===== config.mk =====
export PLATFORM = sky130hd
export DESIGN_NAME = uart_tx_core
export DESIGN_NICKNAME = d
export VERILOG_FILES = /design/src/rtl/uart_tx_core.sv
export SDC_FILE = /design/constraint.sdc
export NUM_CORES = 1
export LEC_CHECK = 0
export ABC_AREA = 1
export BUFFER_PORTS_ARGS = -buffer_cell sky130_fd_sc_hd__buf_2
export CORE_ASPECT_RATIO = 2
export CORE_MARGIN = 2
export CORE_UTILIZATION = 40
export DETAILED_ROUTE_END_ITERATION = 12
export HOLD_SLACK_MARGIN = 0.15
export SYNTH_ARGS = -nofsm -noshare
export SYNTH_HDL_FRONTEND = slang
export SYNTH_SLANG_ARGS = --single-unit
export TNS_END_PERCENT = 5

===== constraint.sdc =====
create_clock -name CLK -period 2.4 [get_ports CLK]
set_input_delay 0.24 -clock CLK [delete_from_list [all_inputs] [get_ports CLK]]
set_output_delay 0.24 -clock CLK [all_outputs]
set_load 0.01 [all_outputs]

===== src/rtl/uart_tx_core.sv =====
// UART transmitter core: start bit, DATA_WIDTH data bits LSB first, optional parity, one stop bit.
// Define UART_TX_HOLD_BUF_EN to add a one-entry holding buffer for back-to-back frames.
module uart_tx_core #(
  parameter int unsigned DATA_WIDTH = 8,
  parameter int unsigned PRESC_W    = 6
) (
  input  logic                  CLK,
  input  logic                  RST,
  input  logic [DATA_WIDTH-1:0] P_DATA,
  input  logic                  DATA_VALID,
  input  logic                  PAR_EN,
  input  logic                  PAR_TYP,
  input  logic [PRESC_W-1:0]    Prescale,
  output logic                  TX_OUT,
  output logic                  busy
);

  localparam int unsigned BIT_W = (DATA_WIDTH > 1) ? $clog2(DATA_WIDTH) : 1;
  localparam logic [BIT_W-1:0] LAST_BIT = BIT_W'(DATA_WIDTH - 1);

  typedef enum logic [2:0] {IDLE, START, DATA, PARITY, STOP} state_t;

  state_t                  state_q, state_nxt;
  logic [PRESC_W-1:0]      cnt_q;
  logic [BIT_W-1:0]        bit_q, bit_nxt;
  logic [DATA_WIDTH-1:0]   data_q;
  logic                    par_en_q, par_typ_q;
  logic [PRESC_W-1:0]      presc_q;
  logic                    tick, accept, restart, load;
  logic [DATA_WIDTH-1:0]   src_data;
  logic                    src_par_en, src_par_typ;
  logic [PRESC_W-1:0]      src_presc, in_presc;
  logic                    tx_d, busy_d;

  assign tick     = (cnt_q == '0);
  assign accept   = (state_q == IDLE) && DATA_VALID;
  assign load     = accept || restart;
  assign in_presc = (Prescale == '0) ? PRESC_W'(1) : Prescale;

`ifdef UART_TX_HOLD_BUF_EN
  logic                  buf_valid_q;
  logic [DATA_WIDTH-1:0] buf_data_q;
  logic                  buf_par_en_q, buf_par_typ_q;
  logic [PRESC_W-1:0]    buf_presc_q;

  // Chain the next frame straight out of STOP, preferring a buffered request.
  assign restart = (state_q == STOP) && tick && (buf_valid_q || DATA_VALID);

  always_comb begin
    src_data    = P_DATA;
    src_par_en  = PAR_EN;
    src_par_typ = PAR_TYP;
    src_presc   = in_presc;
    if (buf_valid_q) begin
      src_data    = buf_data_q;
      src_par_en  = buf_par_en_q;
      src_par_typ = buf_par_typ_q;
      src_presc   = buf_presc_q;
    end
  end

  always_ff @(posedge CLK or negedge RST) begin
    if (!RST) begin
      buf_valid_q   <= 1'b0;
      buf_data_q    <= '0;
      buf_par_en_q  <= 1'b0;
      buf_par_typ_q <= 1'b0;
      buf_presc_q   <= '0;
    end else if (restart && buf_valid_q) begin
      buf_valid_q <= 1'b0;
    end else if (DATA_VALID && (state_q != IDLE) && !buf_valid_q && !restart) begin
      buf_valid_q   <= 1'b1;
      buf_data_q    <= P_DATA;
      buf_par_en_q  <= PAR_EN;
      buf_par_typ_q <= PAR_TYP;
      buf_presc_q   <= in_presc;
    end
  end
`else
  assign restart     = 1'b0;
  assign src_data    = P_DATA;
  assign src_par_en  = PAR_EN;
  assign src_par_typ = PAR_TYP;
  assign src_presc   = in_presc;
`endif

  always_ff @(posedge CLK or negedge RST) begin
    if (!RST) state_q <= IDLE;
    else      state_q <= state_nxt;
  end

  always_comb begin
    state_nxt = state_q;
    case (state_q)
      IDLE:    if (accept) state_nxt = START;
      START:   if (tick) state_nxt = DATA;
      DATA:    if (tick && (bit_q == LAST_BIT)) state_nxt = par_en_q ? PARITY : STOP;
      PARITY:  if (tick) state_nxt = STOP;
      STOP:    if (tick) state_nxt = restart ? START : IDLE;
      default: state_nxt = IDLE;
    endcase
  end

  always_comb begin
    bit_nxt = bit_q;
    if (load)
      bit_nxt = '0;
    else if ((state_q == DATA) && tick)
      bit_nxt = (bit_q == LAST_BIT) ? '0 : bit_q + BIT_W'(1);
  end

  // Line level follows the state being entered so TX_OUT registers in step with it.
  always_comb begin
    tx_d   = 1'b1;
    busy_d = (state_nxt != IDLE);
    case (state_nxt)
      START:   tx_d = 1'b0;
      DATA:    tx_d = data_q[bit_nxt];
      PARITY:  tx_d = (^data_q) ^ par_typ_q;
      default: tx_d = 1'b1;
    endcase
  end

  always_ff @(posedge CLK or negedge RST) begin
    if (!RST) begin
      TX_OUT <= 1'b1;
      busy   <= 1'b0;
    end else begin
      TX_OUT <= tx_d;
      busy   <= busy_d;
    end
  end

  // Frame latches and bit timing; the down-counter reloads at every bit boundary.
  always_ff @(posedge CLK or negedge RST) begin
    if (!RST) begin
      cnt_q     <= '0;
      bit_q     <= '0;
      data_q    <= '0;
      par_en_q  <= 1'b0;
      par_typ_q <= 1'b0;
      presc_q   <= '0;
    end else begin
      bit_q <= bit_nxt;
      if (load) begin
        data_q    <= src_data;
        par_en_q  <= src_par_en;
        par_typ_q <= src_par_typ;
        presc_q   <= src_presc;
        cnt_q     <= src_presc - PRESC_W'(1);
      end else if (state_q != IDLE) begin
        cnt_q <= tick ? presc_q - PRESC_W'(1) : cnt_q - PRESC_W'(1);
      end
    end
  end

endmodule


==> load_flow_metrics.sql <==
INSERT INTO impl_metrics (metric_group, metric, value, unit) VALUES
('placement', 'buffer_ports.inserted', '20', ''),
('setup_path', 'rr_worst_depth', '9', ''),
('outcome', 'status', 'complete, no violations', ''),
('global_route', 'use_met2', '35.21', '%'),
('floorplan', 'row_count', '34', ''),
('global_route', 'grt_first_pass_wirelength', '6.989', 'mm'),
('floorplan', 'die-height', '98.78', 'um'),
('job', 'total_of_max_cap_violations', '0', ''),
('placement', 'last_weighted_congestion_value_of_the_routability_driven_placer', '0.8389', ''),
('power', 'clock_power_share', '19.1', '%'),
('logic_synthesis', 'post_synth_arst_share', '100.0', '%'),
('power', 'max-vdd-ir-drop', '605.1', 'uV'),
('setup_path', 'critical_path.endpoint', 'cnt_q[2]', ''),
('power', 'power.leakage', '1.072', 'nW'),
('global_route', 'grt_antenna_before_repair', '0', ''),
('sta', 'hold_viol', '0', ''),
('power', 'combinationalPowerShare', '47.1', '%'),
('sta', 'maxSlewViolCount', '0', ''),
('sta', 'slew_limit_headroom', '53.96', '%'),
('worst_hold_path', 'hold_path.startpoint', 'P_DATA[0]', ''),
('placement', 'place.detailed.instances', '300', ''),
('logic_synthesis', 'netlist_instances', '229', ''),
('logic_synthesis', 'synth_area_in_xor_xnor', '2.925', '%'),
('global_route', 'met1_usage', '18.86', '%'),
('setup_path', 'nature_of_the_critical_path_startpoint', 'flip-flop', ''),
('setup_path', 'launch_point_of_the_critical_path', 'state_q[1]', ''),
('floorplan', 'chipWidth', '51.39', 'um'),
('final_layout', 'filler_cell_count', '464', ''),
('route', 'drc', '0', ''),
('sta', 'fmax', '498.4', 'MHz'),
('global_route', 'grt_pass1_vias', '1569', ''),
('global_route', 'grt_use_total', '18.83', '%'),
('global_route', 'maximum_number_of_pins_on_one_net_before_global_route_repair', '31', ''),
('floorplan', 'die-area', '5076', 'um2'),
('placement', 'place_hpwl', '3.145', 'mm'),
('power', 'power_switching_share', '41.95', '%'),
('clock_network', 'cts-root-buf', 'sky130_fd_sc_hd__clkbuf_8', ''),
('route', 'drtPass1Iterations', '4', ''),
('sta', 'rsz_0062_raised_after_global_routing', 'no', ''),
('clock_network', 'tritoncts.num_buffers', '5', ''),
('floorplan', 'io_pins', '21', ''),
('power', 'sequentialPowerShare', '33.8', '%'),
('logic_synthesis', 'synth-compound-area-share', '8.078', '%'),
('logic_synthesis', 'synth_fa_ha_area_share', '2.089', '%'),
('clock_network', 'post_cts_buffers', '0', ''),
('worst_hold_path', 'hold_path.class', 'in2reg', ''),
('floorplan', 'placeableCoreArea', '4339', 'um2'),
('clock_network', 'h-tree-depth', '2', ''),
('route', 'drt-vias-per-instance', '4.863', ''),
('clock_network', 'cts_num_sinks', '30', ''),
('final_layout', 'design.final.nets', '280', ''),
('setup_path', 'crit-reg2reg-capture', 'cnt_q[2]', ''),
('logic_synthesis', 'synthMuxAreaShare', '1.253', '%'),
('logic_synthesis', 'net_count_after_synthesis', '251', ''),
('logic_synthesis', 'synthSimpleGateAreaFrac', '35.86', '%'),
('clock_network', 'clock_insertion_delay_worst_skew', '0.28', 'ns'),
('setup_path', 'timing.critical_path.fanout_max', '26', ''),
('global_route', 'grt.busiest_layer', 'met2', ''),
('route', 'iteration_0_drc_markers', '33', ''),
('logic_synthesis', 'dominantRegCellSynth', 'sky130_fd_sc_hd__dfrtp_1', ''),
('route', 'vias', '1522', ''),
('global_route', 'globalRouteOverflowTotal', '0', ''),
('global_route', 'grt_util_met3', '2.727', '%'),
('setup_path', 'crit_path_max_incr_delay', '0.44', 'ns'),
('logic_synthesis', 'synth.yosys.warnings', '0', ''),
('sta', 'post-route-period-util', '83.60', '%'),
('logic_synthesis', 'synth_top_family_by_area', 'simple AND/OR/NAND/NOR gates', ''),
('floorplan', 'starting_density_of_the_core', '41.41', '%'),
('sta', 'finClkSkew', '0.006530', 'ns'),
('setup_path', 'reg2reg_from', 'state_q[1]', ''),
('power', 'power_density', '1256', 'nW/um2');
-- cells in the mapped netlist (all sizes together), types with 3 or more instances --
cell	n	area, um2
inv	26	97.59
a21oi	3	18.77
ha	3	37.54
nor2	26	137.6
a31oi	3	18.77
nand3	16	97.60
nand4	5	31.28
buf	4	37.53
dfrtp	29	725.7
o21ai	8	40.03
nand2	85	349.1
or2	3	18.77
xnor2	5	43.79
-- cell families after synthesis --
logic type / after synthesis
mux: 1
simple gates: 136
compound gates: 21
xor+xnor: 6
fa+ha+maj: 3
flops: 30
buf+inv: 32
-- repair_timing --
item | 4_1_cts | 5_1_grt
hold endpoints to repair | 33 | 0
hold buffers | 5 | 0
setup endpoints to repair | 0 | 0
-- power by group through the flow --
stage | clock network, W | logic (W) | registers (W)
global placement | 0 | 0.00125 | 0.000899
finish | 0.000503 | 0.00124 | 0.000891
detailed placement | 0 | 0.00125 | 0.000902
CTS | 0.000517 | 0.00127 | 0.000892
global route | 0.000545 | 0.00143 | 0.000924
floorplan | 0 | 0.00100 | 0.000866
-- cell usage in the layout (no fill, tap or decap), types with 4 or more instances in the layout --
| master | n |
|---|---|
| sky130_fd_sc_hd__nand2_1 | 79 |
| sky130_fd_sc_hd__xnor2_1 | 5 |
| sky130_fd_sc_hd__nand4_1 | 5 |
| sky130_fd_sc_hd__inv_1 | 23 |
| sky130_fd_sc_hd__clkbuf_8 | 5 |
| sky130_fd_sc_hd__buf_2 | 20 |
| sky130_fd_sc_hd__nand3_1 | 14 |
| sky130_fd_sc_hd__nor2_1 | 18 |
| sky130_fd_sc_hd__dfrtp_1 | 29 |
| sky130_fd_sc_hd__nor2_2 | 4 |
| sky130_fd_sc_hd__nor2_4 | 4 |
| sky130_fd_sc_hd__dlygate4sd3_1 | 5 |
| sky130_fd_sc_hd__o21ai_0 | 7 |
-- stage by stage --
step	utilization (%)	worst slack, ns	cell area (um2)	hold WS, ns
floorplan	-	0.6384	1797	-0.05559
global placement	44.67	0.4622	1938	0.3319
detailed placement	44.67	0.4005	1938	0.3261
CTS	48.33	0.3873	2097	0.1503
global route	48.33	0.1145	2097	0.1537
finish	48.33	0.3935	2097	0.1554
-- cell type report --
type / instances / area [um2] / share of cell area (%)
tap: 54 / 67.56 / 3.222
sequential: 30 / 752.0 / 35.86
inverter: 27 / 101.3 / 4.833
clock inverter: 3 / 40.04 / 1.909
clock buffer: 5 / 68.82 / 3.282
multi-input combinational: 167 / 902.1 / 43.02
timing repair buffer: 27 / 165.2 / 7.876
-- registers in the layout, indices dropped and copies added, names as in the netlist --
| name | cells |
|---|---|
| TX_OUT | 1 |
| bit_q | 3 |
| busy | 1 |
| cnt_q | 6 |
| data_q | 8 |
| par_en_q | 1 |
| par_typ_q | 1 |
| presc_q | 6 |
| state_q | 3 |
-- metal layers --
layer / vias to the layer above / share of wire, % / wire length (um)
li1: 780 / - / -
met1: 703 / 36 / 1471
met2: 29 / 58 / 2361
met3: 10 / 2.5 / 102
met4: 0 / 3.6 / 145
met5: - / 0 / 0
-- critical path: cells and delay by family, from the launching register on --
family	cells	cell delay, ns
adder cells (fa/ha/maj)	1	0.21
AND/OR/NAND/NOR	5	1.02
flip-flops	1	0.44
buffers and inverters	2	0.11
AO/OA/AOI/OAI	1	0.13
-- worst min-delay path by stage --
stage / endpoint
2_1_floorplan: bit_q[0]
3_3_place_gp: cnt_q[1]
3_5_place_dp: presc_q[0]
4_1_cts: data_q[0]
5_1_grt: data_q[6]
6_report: data_q[0]
No activity file was read; power rests on OpenSTA's default activity.
